===== src/rtl/nibble_cla_pkg.sv =====
// Shared definitions for the nibble-serial lookahead adder: nibble width,
// FSM state encoding and index-width helper.
package nibble_cla_pkg;

   localparam int NIBBLE_W = 4;

   typedef enum logic [1:0] {
      IDLE = 2'd0,
      RUN  = 2'd1,
      DONE = 2'd2
   } state_t;

   // A single-nibble adder still needs a 1-bit index register.
   function automatic int idx_width(input int nibbles);
      return (nibbles <= 1) ? 1 : $clog2(nibbles);
   endfunction

endpackage


===== src/rtl/nibble_cla4.sv =====
// Combinational 4-bit carry-lookahead slice: P/G terms, C[4:1] and the sum nibble.
// Also exposes C[3] so the top can form signed overflow on the last nibble.
module nibble_cla4
   import nibble_cla_pkg::*;
(
   input  logic [NIBBLE_W-1:0] a_n,
   input  logic [NIBBLE_W-1:0] b_n,
   input  logic                c0,
   output logic [NIBBLE_W-1:0] s,
   output logic                c4,
   output logic                c3
);

   logic [NIBBLE_W-1:0] p;
   logic [NIBBLE_W-1:0] g;
   logic                c1;
   logic                c2;

   assign p = a_n ^ b_n;
   assign g = a_n & b_n;

   assign c1 = g[0] | (p[0] & c0);
   assign c2 = g[1] | (p[1] & g[0]) | (p[1] & p[0] & c0);
   assign c3 = g[2] | (p[2] & g[1]) | (p[2] & p[1] & g[0])
             | (p[2] & p[1] & p[0] & c0);
   assign c4 = g[3] | (p[3] & g[2]) | (p[3] & p[2] & g[1])
             | (p[3] & p[2] & p[1] & g[0]) | (p[3] & p[2] & p[1] & p[0] & c0);

   assign s = p ^ {c3, c2, c1, c0};

endmodule


===== src/rtl/nibble_serial_cla_adder.sv =====
// Multi-cycle adder: one nibble per clock through a single lookahead slice,
// with valid/ready handshakes on the operand and result sides.
module nibble_serial_cla_adder
   import nibble_cla_pkg::*;
#(
   parameter int WIDTH   = 16,
   parameter int NIBBLES = WIDTH / NIBBLE_W
)
(
   input  logic             clk,
   input  logic             rst,
   input  logic             start_valid,
   output logic             start_ready,
   input  logic [WIDTH-1:0] a,
   input  logic [WIDTH-1:0] b,
   input  logic             cin,
   output logic             done_valid,
   input  logic             done_ready,
   output logic [WIDTH-1:0] sum,
   output logic             cout,
   output logic             overflow
);

   localparam int                IDX_W = idx_width(NIBBLES);
   localparam logic [IDX_W-1:0]  LAST  = IDX_W'(NIBBLES - 1);

   state_t              state;
   state_t              state_nxt;
   logic [WIDTH-1:0]    a_q;
   logic [WIDTH-1:0]    b_q;
   logic [IDX_W-1:0]    idx;
   logic                carry;
   logic                accept;
   logic [NIBBLE_W-1:0] a_n;
   logic [NIBBLE_W-1:0] b_n;
   logic [NIBBLE_W-1:0] s_n;
   logic                c4;
   logic                c3;

   assign a_n = a_q[int'(idx) * NIBBLE_W +: NIBBLE_W];
   assign b_n = b_q[int'(idx) * NIBBLE_W +: NIBBLE_W];

   nibble_cla4 u_cla4 (
      .a_n (a_n),
      .b_n (b_n),
      .c0  (carry),
      .s   (s_n),
      .c4  (c4),
      .c3  (c3)
   );

   // Handshake flags decode straight from state so reset drives them with no clock.
   assign start_ready = (state == IDLE);
   assign done_valid  = (state == DONE);
   assign accept      = start_ready && start_valid;

   always_comb begin
      state_nxt = state;
      case (state)
         IDLE:    if (start_valid)  state_nxt = RUN;
         RUN:     if (idx == LAST)  state_nxt = DONE;
         DONE:    if (done_ready)   state_nxt = IDLE;
         default:                   state_nxt = IDLE;
      endcase
   end

   always_ff @(posedge clk or posedge rst) begin
      if (rst) begin
         state    <= IDLE;
         a_q      <= '0;
         b_q      <= '0;
         idx      <= '0;
         carry    <= 1'b0;
         sum      <= '0;
         cout     <= 1'b0;
         overflow <= 1'b0;
      end else begin
         state <= state_nxt;
         if (accept) begin
            a_q   <= a;
            b_q   <= b;
            carry <= cin;
            sum   <= '0;
            idx   <= '0;
         end else if (state == RUN) begin
            sum[int'(idx) * NIBBLE_W +: NIBBLE_W] <= s_n;
            carry <= c4;
            if (idx == LAST) begin
               cout     <= c4;
               overflow <= c3 ^ c4;
            end else begin
               idx <= idx + 1'b1;
            end
         end
      end
   end

endmodule


===== config.mk =====
export PLATFORM = sky130hd
export DESIGN_NAME = nibble_serial_cla_adder
export DESIGN_NICKNAME = d
export VERILOG_FILES = /design/src/rtl/nibble_cla_pkg.sv /design/src/rtl/nibble_cla4.sv /design/src/rtl/nibble_serial_cla_adder.sv
export SDC_FILE = /design/constraint.sdc
export NUM_CORES = 1
export LEC_CHECK = 0
export CORE_ASPECT_RATIO = 0.75
export CORE_MARGIN = 5
export CORE_UTILIZATION = 51
export CTS_CLUSTER_DIAMETER = 150
export DETAILED_ROUTE_END_ITERATION = 6
export PLACE_DENSITY_LB_ADDON = 0.05
export RECOVER_POWER = 50
export SYNTH_ARGS = -nofsm -noshare
export SYNTH_HDL_FRONTEND = slang
export SYNTH_SLANG_ARGS = --single-unit

===== constraint.sdc =====
create_clock -name clk -period 3.4 [get_ports clk]
set_input_delay 0.68 -clock clk [delete_from_list [all_inputs] [get_ports clk]]
set_output_delay 0.68 -clock clk [all_outputs]
set_load 0.005 [all_outputs]

==> out/results.env <==
OUTCOME='complete, no violations'
GLOBAL_ROUTE.USAGE.TOTAL=0.171
PLACE.GP.CONGESTION=0.736
FLOORPLAN.DIE.WIDTH_UM=93.4
FLOORPLAN.DIE_AREA_MM2=0.00677
FIN_CRIT_NS=2.84
FINALHOLDVIOLATIONS=0
CTSROOTBUFFERMASTER='sky130_fd_sc_hd__clkbuf_8'
CELLPOWERDENSITY_mW_PER_MM2=1030
TIMING.FINAL.CRIT_SHARE=0.836
CRIT_START='idx[0]'
VIA_COUNT_OF_THE_FIRST_GLOBAL_ROUTING_PASS=1775
SLEW_VIOL_FINAL=0
NETS=284
VIOLATION_COUNT_AFTER_THE_FIRST_DETAILED_ROUTING_ITERATION=69
NUM-FILL-CELLS=348
TIMING.CRITICAL_PATH.BUF_INV=0
SYNTH_SEQUENTIAL_AREA_RATIO=0.517
CLOCK_SINKS=55
PATH_CLASS='flip-flop to flip-flop'
TIMING.HOLD.WORST.CLASS='flip-flop to flip-flop'
CRIT-REG2REG-LAUNCH='idx[0]'
WORST-SLEW-PIN-TRANSITION_NS=0.838
RELSLEWSLACK=0.441
SLOWEST_DELAY_NS=0.79
GRT_OVF=0
YOSYS_WARNINGS=0
SETUP_VIOLATIONS=0
POST-CTS-SETUP-BUFFER-COUNT=0
TIMING.CRITICAL_PATH.TO_TYPE='flip-flop'
DRTANTENNAVIOLNETS=0
DETAIL_ROUTE.DRC_VIOLATIONS=0
FIN_SKEW_NS=0.00790
CTSHOLDBUFFERS=0
SYNTH-XOR-AREA-SHARE=0.0132
ANTENNADIODECOUNT=0
MAX-CLOCK-PATH-BUFFERS=2
P_LEAK_uW=0.00152
SYNTHESIS.INSTANCES=180
CRITICAL_PATH_ARRIVAL_NS=3.09
MULTI_INPUT_GATE_AREA_MM2=0.00121
TIMING.CRITICAL_PATH.MAX_DELAY_FAMILY='flip-flops'
SYNTH_ENABLE_FLOP_CELLS=0
WORST_PATH_MAX_DELAY_CELL='sky130_fd_sc_hd__dfrtp_1'
CLK_TRANSITION_REPORTED_PATHS_NS=0.09
ANTENNA_FOUND_INITIAL=0
SYNTH_NETS=227
REG2REG_SLACK_NS=0.56
HOLD_PATH_STARTPOINT='sum[6]'
FLOP_AND_LATCH_COUNT_OUT_OF_SYNTHESIS=55
CRIT_REQUIRED_NS=3.65
HPWLAFTERDP_UM=3880
SYNTHSIMPLEGATEAREAFRAC=0.0560
DRT_PRE_ANTENNA_ITERS=4
RSZ0062_AT_GRT='no'
GRT_FIRST_PASS_WIRELENGTH_UM=8900
START_KIND='flip-flop'
PATH_CELLS='mux4_2 > ha_1 > a211oi_1 > o21bai_1 > xor2_1 > a22o_1'
SYNTH_ASYNC_RESET_RATIO=1.00
FP-ROW-COUNT=22
INITIAL_CORE_UTIL=0.534
DRV_CAP=0
SYNTH-COMPOUND-AREA-SHARE=0.0931
SYNTHTOLAYOUTAREAGROWTH_PCT=26.8
CLOCK_INSERTION_DELAY_WORST_SKEW_NS=0.31
DIEHEIGHT_UM=72.5
POST_SYNTH_INSTANCE_AREA_MM2=0.00266
YS.FLOP_TYPE='sky130_fd_sc_hd__dfrtp_1'
IO_PINS=57
SYNTH_MOST_COMMON_CELL='sky130_fd_sc_hd__dfrtp_1'
YOSYSUNIQUECELLTYPES=32
SYNTH.MUX.AREA_FRACTION=0.242
NETLIST.AREA_LEADER.SHARE=0.517
POWER.TOTAL_uW=3480
MAIN_COMBINATIONAL_CELL_FAMILY_BY_AREA_AFTER_SYNTHESIS='multiplexers'
CTS_INSERTED_BUFFERS=5
ROUTED_VIA_DENSITY=5.35
SYNTH_TOP_CELL_BY_AREA='sky130_fd_sc_hd__dfrtp_1'
SYNTH_AREA_PER_CELL_UM2=14.8
SYNTH_ADDER_AREA_SHARE=0.0499
NUMPORTBUFFERS=56
WORST_HOLD_SLACK_NS=0.507
POST_ROUTE_CELLS_DRIVE_ABOVE_1_SHARE=0.223
VIA_TOTAL_AFTER_DETAILED_ROUTING=1657
CORE_AREA_MM2=0.00498
SYNTH_COMMON_CELLS='sky130_fd_sc_hd__dfrtp_1 (55), sky130_fd_sc_hd__mux2_4 (25), sky130_fd_sc_hd__a22o_1 (16)'
TRITONCTS='done'
ROUTED_WIRE_LENGTH_PER_INSTANCE_UM=17.0
PATH_MAX_FANOUT=14
POSTCTSRESIZEDCELLS=0
ROUTED_WL_UM=5270
FINAL-SEQ-AREA_MM2=0.00138
FMAXACHIEVABLE_MHz=352
POST_SYNTH_MAIN_AREA_CONTRIBUTORS='sky130_fd_sc_hd__dfrtp_1 (52%), sky130_fd_sc_hd__mux2_4 (14%), sky130_fd_sc_hd__mux4_2 (6.8%), sky130_fd_sc_hd__a22o_1 (5.3%), sky130_fd_sc_hd__ha_1 (4.2%)'
IR_DROP_mV=0.555
SETUP_TNS_AFTER_FINAL_LAYOUT_NS=0
LARGEST_NET_DEGREE_AT_THE_START_OF_GLOBAL_ROUTING=38
CTS_MAX_LEVEL=2
[metrics by stage]
stage	utilization	cell area (µm²)	setup WS, ns	cells
after floorplan	-	2660	0.939	180
after global placement	0.654	3260	0.681	302
after detailed placement	0.654	3260	0.579	302
after CTS	0.678	3380	0.553	310
after global routing	0.677	3370	0.376	310
final	0.677	3370	0.556	310
[layout by cell type (no fill, tap or decap), types with 2 or more instances in the layout]
cell                               n
sky130_fd_sc_hd__nand2_1          10
sky130_fd_sc_hd__mux2_4           25
sky130_fd_sc_hd__nor2_1            4
sky130_fd_sc_hd__clkbuf_8          6
sky130_fd_sc_hd__mux4_2            8
sky130_fd_sc_hd__inv_1             4
sky130_fd_sc_hd__a21o_1            5
sky130_fd_sc_hd__nand2b_1          2
sky130_fd_sc_hd__clkdlybuf4s50_1  49
sky130_fd_sc_hd__a211oi_1          2
sky130_fd_sc_hd__o21ai_0           5
sky130_fd_sc_hd__xnor2_1           2
sky130_fd_sc_hd__a22o_1           16
sky130_fd_sc_hd__a21oi_1           3
sky130_fd_sc_hd__dlygate4sd3_1     7
sky130_fd_sc_hd__dfrtp_1          55
sky130_fd_sc_hd__ha_1              9
sky130_fd_sc_hd__xor2_1            2
sky130_fd_sc_hd__mux2_2            7
[layer usage]
| layer | vias to the layer above | track usage | routed length, µm | share of wire |
|---|---|---|---|---|
| li1 | 771 | - | - | - |
| met1 | 824 | 0.245 | 2470 | 0.47 |
| met2 | 55 | 0.260 | 2400 | 0.46 |
| met3 | 7 | 0.0497 | 330 | 0.063 |
| met4 | 0 | 0.0341 | 62 | 0.012 |
| met5 | - | 0 | 0 | 0 |
[final cells by class]
| cell class | instances | share of cell area |
|---|---|---|
| timing repair buffer | 57 | 0.168 |
| multi-input combinational | 114 | 0.358 |
| clock buffer | 6 | 0.0245 |
| inverter | 4 | 0.00445 |
| clock inverter | 2 | 0.0104 |
| sequential | 55 | 0.408 |
| tap | 72 | 0.0267 |
[flip-flops by register name (all words and copies together) (netlist names)]
name	cells
a_q	16
b_q	16
sum	16
idx	2
state	2
carry	1
cout	1
overflow	1
[where the power goes]
part           switching, µW  internal, µW
logic                    871           979
registers                241           944
clock network            211           239
total                   1320          2160
[cells by family after synthesis]
kind of cell / after synthesis
simple gates: 26
mux: 41
buf+inv: 11
flops: 55
fa+ha+maj: 10
xor+xnor: 4
compound gates: 33
[worst paths after layout]
path,cells after the start,to
min,1,sum[6]
max reg2reg,6,sum[11]
min in group asynchronous,2,a_q[5]
min reg2reg,1,sum[6]
max,6,sum[11]
max in group asynchronous,3,cout
No activity file was read; power rests on OpenSTA's default activity.
